<file path="src/rtl/matrix_feeder_if.sv">
// Host/multiplier-facing bundle of the matrix_feeder operand source.
// The master side is the host plus multiplier; the slave side is the feeder.
interface matrix_feeder_if #(
    parameter int DW = 16
);
    logic                 [3:0] sizes;
    logic                       wr_en;
    logic                       wr_bank;
    logic                 [5:0] wr_idx;
    logic signed     [DW-1:0] wr_data;
    logic                       go;
    logic                       start;
    logic                       ren;
    logic                       raddr;
    logic signed     [DW-1:0] rdata;
    logic                       finish;
    logic                       busy;
    logic                       err;

    modport master (
        output sizes, wr_en, wr_bank, wr_idx, wr_data, go, ren, raddr, finish,
        input  start, rdata, busy, err
    );

    modport slave (
        input  sizes, wr_en, wr_bank, wr_idx, wr_data, go, ren, raddr, finish,
        output start, rdata, busy, err
    );
endinterface

</file>
<file path="src/rtl/matrix_feeder.sv">
// Two-bank operand store feeding a 6x6 matrix multiplier with zero-latency reads.
// Optional macro FEEDER_CLEAR_ON_FINISH_EN zeroes both banks when finish is accepted.
module matrix_feeder #(
    parameter int MAX_SIZE = 6,
    parameter int DW       = 16
) (
    input logic             clk,
    input logic             rst,
    matrix_feeder_if.slave  bus
);
    localparam int         DEPTH   = MAX_SIZE * MAX_SIZE;
    localparam logic [5:0] DEPTH_W = 6'(DEPTH);
    localparam logic [3:0] MAX_N   = 4'(MAX_SIZE);

    typedef enum logic [1:0] {
        IDLE     = 2'd0,
        ARM      = 2'd1,
        STREAM   = 2'd2,
        WAIT_FIN = 2'd3
    } state_t;

    state_t                state_r;
    logic           [5:0]  ptr_a_r;
    logic           [5:0]  ptr_b_r;
    logic           [5:0]  n_sq_r;
    logic                  start_r;
    logic                  busy_r;
    logic                  err_r;
    logic signed [DW-1:0]  bank_a_r [DEPTH];
    logic signed [DW-1:0]  bank_b_r [DEPTH];

    logic           [5:0]  sq_s;
    logic           [5:0]  ptr_sel_s;
    logic                  avail_s;
    logic                  rd_fire_s;
    logic           [5:0]  ptr_a_nx_s;
    logic           [5:0]  ptr_b_nx_s;
    logic                  wr_ok_s;
    logic                  wr_bad_s;
    logic                  go_ok_s;
    logic                  go_bad_s;
    logic                  fin_ok_s;
    logic                  err_set_s;
    logic signed [DW-1:0]  rdata_s;

    assign sq_s      = {2'b00, bus.sizes} * {2'b00, bus.sizes};
    assign ptr_sel_s = bus.raddr ? ptr_b_r : ptr_a_r;
    assign avail_s   = (ptr_sel_s < n_sq_r);
    assign rd_fire_s = (state_r == STREAM) && bus.ren;
    assign wr_ok_s   = (state_r == IDLE) && bus.wr_en && (bus.wr_idx < DEPTH_W);
    assign wr_bad_s  = bus.wr_en && !wr_ok_s;
    assign go_ok_s   = (state_r == IDLE) && bus.go && (bus.sizes != 4'd0) && (bus.sizes <= MAX_N);
    assign go_bad_s  = (state_r == IDLE) && bus.go && !go_ok_s;
    assign fin_ok_s  = bus.finish && ((state_r == STREAM) || (state_r == WAIT_FIN));
    // Early finish in STREAM is always premature: pointers completing leave STREAM on that edge.
    assign err_set_s = wr_bad_s || go_bad_s || (rd_fire_s && !avail_s)
                       || (bus.finish && (state_r == STREAM));

    // Pointer advance for the bank the multiplier is reading; overruns hold the pointer.
    always_comb begin
        ptr_a_nx_s = ptr_a_r;
        ptr_b_nx_s = ptr_b_r;
        if (rd_fire_s && avail_s) begin
            if (bus.raddr) begin
                ptr_b_nx_s = ptr_b_r + 6'd1;
            end else begin
                ptr_a_nx_s = ptr_a_r + 6'd1;
            end
        end else begin
            ptr_a_nx_s = ptr_a_r;
            ptr_b_nx_s = ptr_b_r;
        end
    end

    // Zero-latency read data path.
    always_comb begin
        rdata_s = '0;
        if (rd_fire_s && avail_s) begin
            rdata_s = bus.raddr ? bank_b_r[ptr_sel_s] : bank_a_r[ptr_sel_s];
        end else begin
            rdata_s = '0;
        end
    end

    assign bus.rdata = rdata_s;
    assign bus.start = start_r;
    assign bus.busy  = busy_r;
    assign bus.err   = err_r;

    // Control FSM with registered start/busy/err.
    always_ff @(posedge clk) begin
        if (rst) begin
            state_r <= IDLE;
            ptr_a_r <= 6'd0;
            ptr_b_r <= 6'd0;
            n_sq_r  <= 6'd0;
            start_r <= 1'b0;
            busy_r  <= 1'b0;
            err_r   <= 1'b0;
        end else begin
            start_r <= 1'b0;
            if (err_set_s) begin
                err_r <= 1'b1;
            end else if (go_ok_s) begin
                err_r <= 1'b0;
            end else begin
                err_r <= err_r;
            end
            case (state_r)
                IDLE: begin
                    if (go_ok_s) begin
                        state_r <= ARM;
                        n_sq_r  <= sq_s;
                        ptr_a_r <= 6'd0;
                        ptr_b_r <= 6'd0;
                        start_r <= 1'b1;
                        busy_r  <= 1'b1;
                    end else begin
                        state_r <= IDLE;
                    end
                end
                ARM: begin
                    state_r <= STREAM;
                end
                STREAM: begin
                    if (bus.finish) begin
                        state_r <= IDLE;
                        busy_r  <= 1'b0;
                    end else begin
                        ptr_a_r <= ptr_a_nx_s;
                        ptr_b_r <= ptr_b_nx_s;
                        if ((ptr_a_nx_s == n_sq_r) && (ptr_b_nx_s == n_sq_r)) begin
                            state_r <= WAIT_FIN;
                        end else begin
                            state_r <= STREAM;
                        end
                    end
                end
                WAIT_FIN: begin
                    if (bus.finish) begin
                        state_r <= IDLE;
                        busy_r  <= 1'b0;
                    end else begin
                        state_r <= WAIT_FIN;
                    end
                end
                default: begin
                    state_r <= IDLE;
                    busy_r  <= 1'b0;
                end
            endcase
        end
    end

    // Operand banks: host writes only land in IDLE.
    always_ff @(posedge clk) begin
        if (rst) begin
            for (int i = 0; i < DEPTH; i++) begin
                bank_a_r[i] <= '0;
                bank_b_r[i] <= '0;
            end
`ifdef FEEDER_CLEAR_ON_FINISH_EN
        end else if (fin_ok_s) begin
            for (int i = 0; i < DEPTH; i++) begin
                bank_a_r[i] <= '0;
                bank_b_r[i] <= '0;
            end
`endif
        end else if (wr_ok_s) begin
            if (bus.wr_bank) begin
                bank_b_r[bus.wr_idx] <= bus.wr_data;
            end else begin
                bank_a_r[bus.wr_idx] <= bus.wr_data;
            end
        end else begin
            bank_a_r <= bank_a_r;
            bank_b_r <= bank_b_r;
        end
    end

    // Keeps fin_ok_s meaningful in builds without bank clearing.
    logic fin_seen_unused_s;
    assign fin_seen_unused_s = fin_ok_s;
endmodule

</file>
<file path="src/flat_wrapper.sv">
// flat-port wrapper written by rule: the top's interface ports become plain ports
module matrix_feeder_flat 
#(
    parameter int MAX_SIZE = 6,
    parameter int DW       = 16
)
  (clk, rst, bus_sizes, bus_wr_en, bus_wr_bank, bus_wr_idx, bus_wr_data, bus_go, bus_ren, bus_raddr, bus_finish, bus_start, bus_rdata, bus_busy, bus_err);
  matrix_feeder_if #(.DW(DW)) bus_i ();
  input logic clk;
  input logic rst;
  input wire logic [$bits(bus_i.sizes)-1:0] bus_sizes;
  input wire logic [$bits(bus_i.wr_en)-1:0] bus_wr_en;
  input wire logic [$bits(bus_i.wr_bank)-1:0] bus_wr_bank;
  input wire logic [$bits(bus_i.wr_idx)-1:0] bus_wr_idx;
  input wire logic [$bits(bus_i.wr_data)-1:0] bus_wr_data;
  input wire logic [$bits(bus_i.go)-1:0] bus_go;
  input wire logic [$bits(bus_i.ren)-1:0] bus_ren;
  input wire logic [$bits(bus_i.raddr)-1:0] bus_raddr;
  input wire logic [$bits(bus_i.finish)-1:0] bus_finish;
  output wire logic [$bits(bus_i.start)-1:0] bus_start;
  output wire logic [$bits(bus_i.rdata)-1:0] bus_rdata;
  output wire logic [$bits(bus_i.busy)-1:0] bus_busy;
  output wire logic [$bits(bus_i.err)-1:0] bus_err;
  assign bus_i.sizes = bus_sizes;
  assign bus_i.wr_en = bus_wr_en;
  assign bus_i.wr_bank = bus_wr_bank;
  assign bus_i.wr_idx = bus_wr_idx;
  assign bus_i.wr_data = bus_wr_data;
  assign bus_i.go = bus_go;
  assign bus_i.ren = bus_ren;
  assign bus_i.raddr = bus_raddr;
  assign bus_i.finish = bus_finish;
  assign bus_start = bus_i.start;
  assign bus_rdata = bus_i.rdata;
  assign bus_busy = bus_i.busy;
  assign bus_err = bus_i.err;
  matrix_feeder #(.MAX_SIZE(MAX_SIZE), .DW(DW)) u_core (.clk(clk), .rst(rst), .bus(bus_i));
endmodule
</file>
<file path="config.mk">
export PLATFORM = sky130hd
export DESIGN_NAME = matrix_feeder_flat
export DESIGN_NICKNAME = d
export VERILOG_FILES = /design/src/rtl/matrix_feeder_if.sv /design/src/rtl/matrix_feeder.sv /design/src/flat_wrapper.sv
export SDC_FILE = /design/constraint.sdc
export NUM_CORES = 2
export LEC_CHECK = 0
export CAP_MARGIN = 0
export CORE_ASPECT_RATIO = 0.75
export CORE_MARGIN = 1
export CORE_UTILIZATION = 43
export CTS_CLUSTER_DIAMETER = 30
export CTS_CLUSTER_SIZE = 25
export DETAILED_ROUTE_END_ITERATION = 8
export DONT_BUFFER_PORTS = 1
export PLACE_DENSITY = 0.57
export SETUP_SLACK_MARGIN = 0.02
export SLEW_MARGIN = 15
export SYNTH_ARGS = -nofsm -noshare
export SYNTH_HDL_FRONTEND = slang
export SYNTH_SLANG_ARGS = --single-unit
</file>
<file path="constraint.sdc">
create_clock -name clk -period 7.42 [get_ports clk]
set_clock_uncertainty 0.05 [all_clocks]
set_input_delay 1.855 -clock clk [delete_from_list [all_inputs] [get_ports clk]]
set_output_delay 1.855 -clock clk [all_outputs]
set_load 0.005 [all_outputs]
</file>
==> flow_results.org <==
** Outcome
- The flow ran to the end, but the final reports show violations.
- Violated checks :: max-slew violations

** GRT
- Number of antenna violations at the first check in global routing :: 3
- After global routing the overflow that remains totals 0.
- The first global-routing pass estimated 273.6 mm of wire.
- Maximum number of pins on one net before global-route repair :: 1176
- Global routing used 28.74% of the available tracks across all layers.
- The via count of the first global-routing pass is 42750.

** Cells and area
- Total number of nets in the final design :: 5726
- Share of cells above drive strength 1 :: 14.03%
- Layout area overhead :: 14.33%
- Final design utilization :: 49.70%
- 0 antenna diodes ended up in the layout.
- Counting the fill cells in the layout gives 11240.

** STA
- Timing would allow up to 145.8 MHz.
- Setup violations remaining at the end of the flow were counted as 0.
- RSZ-0062 raised after global routing :: no
- For the pin with the worst max-slew slack, the measured transition is 1.698 ns.
- Max-slew headroom :: -13.23%
- The final number of max-transition violations is 365.
- Final Critical Period :: 6.858 ns
- Hold violation count in the final report :: 0
- Of the available clock period, the critical path in the final layout requires 92.43%.
- TNS Setup :: 0 ns

** Detailed routing
- Post-detailed-route count of antenna-violating nets :: 0
- The routed design has 181.5 mm of wire.
- Average via count per standard cell :: 6.125
- First-pass iteration count of the detailed router :: 6
- Violation count after the first detailed-route iteration :: 6013
- Dividing the detail-routed wire length by the instance count gives 24.30 um.
- After detailed routing, the number of remaining DRC violations is 0.
- Via count :: 45740

** Logic synthesis
- Number of enable-type register cells in the synthesized netlist :: 0
- Summing the sequential cell areas from Yosys gives 44.95% of the chip area.
- The synthesized netlist contains 61 unique library cells.
- Synthesis produced a netlist whose cell count is 6050.
- Counting flops and latches in the post-synthesis netlist gives 1174.
- Dominant synthesized flop cell :: dfxtp_1
- Synthesis produced a netlist with a net count of 6093.
- Async set or reset register ratio after synthesis :: 0%
- For this run, the number of Yosys warnings is 0.
- Cell area after synthesis :: 52290 um^2
- After synthesis, the mean cell area works out to 8.643 um^2.

** Place
- DP HPWL :: 97.68 mm
- Count of port buffers added during placement :: 0
- Routability-driven placement congestion ratio :: 0.8706

** Floorplanning
- In this run the vertical extent of the chip is 304.0 um.
- Row count :: 110
- Die Span X :: 404.7 um
- Pin placement for this block handled 53 I/O pins.
- Core footprint :: 120300 um^2
- Die ar. :: 123000 um^2
- The initial utilization of the core area, before any placement, comes to 43.47%.

** Power and ir drop
- VDD sags by at most 244.6 uV.
- Leakage power :: 0.01970 uW
- Power density relative to cell area :: 266.4 nW/um^2

** Setup path
- Across all register-to-register paths, the minimum setup slack is 3.52 ns.
- Sort of element at the end of the critical path :: output pin
- For the worst setup path, the data arrival time is 4.95 ns.
- Maximum fanout encountered on the critical timing path :: 18
- Startpoint kind of the worst setup timing path :: input pin
- For the worst setup path, the data required time is 5.52 ns.
- The worst setup path is of the input pin to output pin kind.

** Clock tree
- Count of clock tree sinks :: 1174
- The clock tree synthesis step divided the H-tree into 4 levels.
- Source-to-sink clock delay at the later pin of the worst-skew pair :: 0.78 ns
- Maximum root-to-sink buffer count :: 3
- Total of cells resized after clock tree synthesis :: 0
- Number of buffers created by CTS :: 183
- Buffers added to address setup during post-CTS repair amount to 0.
- Clock Pin Slew Worst Setup and Hold Paths :: 0.05 ns
- CTS tree :: built
- Cell at the root of the clock tree :: clkbuf_16
- Hold_buf cts :: 0

** Min path
- Hold Path Class :: flop to flop

** Flow run
- Across the run, the number of max-cap violations was 0.
[state kept, by name, summed over array words and instances, names as in the netlist]
| name | cells |
|---|---|
| u_core.bank_a_r | 576 |
| u_core.bank_b_r | 576 |
| u_core.bus.busy | 1 |
| u_core.bus.err | 1 |
| u_core.bus.start | 1 |
| u_core.n_sq_r | 5 |
| u_core.ptr_a_r | 6 |
| u_core.ptr_b_r | 6 |
| u_core.state_r | 2 |
[worst paths after layout]
check                                                        from                                 to  depth (start not counted)
worst min-delay path            u_core.bank_b_r[163]$_SDFFE_PP0P_  u_core.bank_b_r[163]$_SDFFE_PP0P_                          2
worst max-delay path                                    bus_raddr                       bus_rdata[1]                          8
worst min register to register  u_core.bank_b_r[163]$_SDFFE_PP0P_  u_core.bank_b_r[163]$_SDFFE_PP0P_                          2
worst max register to register       u_core.state_r[1]$_SDFF_PP0_  u_core.bank_a_r[140]$_SDFFE_PP0P_                          6
[report_power, final]
part / switching, uW / internal (uW)
Clock: 3390 / 5900
Combinational: 255 / 57.2
Sequential: 8.25 / 6320
Total: 3650 / 12300
[routing by layer]
layer	share of wire, %	vias to the layer above	track usage, %
met2	43	2282	40.55
met3	9.6	280	5.345
met1	45	22540	43.65
li1	-	20630	-
met5	0	-	0
met4	2.7	0	9.470
[final cells by class]
cell class              count  area, um^2  share of cell area [%]
clock buffers             218        4974                   8.319
repair buffers            127        1266                   2.118
well taps                1624        2032                   3.399
clock inverters           128        1720                   2.878
multi-input cells        4186       26240                   43.90
inverters                  11       43.79                 0.07325
flip-flops and latches   1174       23500                   39.31
[layout by cell type, fill, tap and decap left out, drive strengths merged, types with 3 or more instances in the layout]
cell,n
or3b,4
a21oi,1035
a211oi,4
ha,8
xor2,7
nor3,7
o31ai,5
mux2i,201
or3,5
xnor2,4
buf,127
o21ai,973
and2,7
nor2b,3
o22ai,32
inv,35
clkinvlp,27
nand3b,12
mux4,288
a21o,3
bufinv,30
nand3,89
a22oi,100
or4,3
nor3b,6
a311oi,3
nand2,1054
or2,7
nor2,294
nand4,3
nor4,4
clkinv,47
dfxtp,1174
clkbuf,218
[per-stage QoR]
step / hold WS (ns) / instance area, um^2 / setup WS (ns) / total power, uW / cells
2_1_floorplan: 0.4004 / 52290 / 0.5608 / 6743 / 6050
3_3_place_gp: 0.4061 / 52950 / 0.6411 / 6655 / 7117
3_5_place_dp: 0.4128 / 52950 / 0.6573 / 6656 / 7117
4_1_cts: 0.4196 / 59640 / 0.6503 / 15880 / 7463
5_1_grt: 0.4354 / 59780 / 0.5184 / 16300 / 7468
6_report: 0.4208 / 59780 / 0.5617 / 15920 / 7468
[cell families after synthesis]
group / after synthesis / share of synthesized area, %
buf+inv: 690 / 5.315
flops: 1174 / 44.95
fa+ha+maj: 9 / 0.2297
mux: 491 / 16.30
simple gates: 1509 / 11.58
xor+xnor: 11 / 0.1843
compound gates: 2166 / 21.45
[cell usage after synthesis, types with 6 or more instances]
master,count,area [um^2]
nor2_1,286,1074
nand2_1,1054,3956
nor3b_1,6,45.04
o22ai_1,32,200.2
a21oi_1,1035,5180
nand3_1,88,440.4
clkbuf_1,520,1952
mux4_2,288,6486
buf_4,8,60.06
xor2_1,7,61.31
inv_1,10,37.54
buf_1,34,127.6
o21ai_0,966,4835
buf_2,115,575.6
mux2i_1,201,2012
nor3_1,7,35.03
and2_1,6,37.54
dfxtp_1,1174,23500
a22oi_1,100,750.7
ha_1,8,100.1
nor2_2,8,50.05
nand3b_1,11,82.58
o21ai_1,7,35.03
[worst max-delay path, stage by stage]
cell and delay, ns:
mux2_4 0.34, ha_1 0.31, a211o_1 0.32, a21o_1 0.34, or4_1 0.93, a21oi_1 0.38
a21oi_1 0.20, nand3_1 0.25
Note: power is estimated with default switching activity, not from simulation.
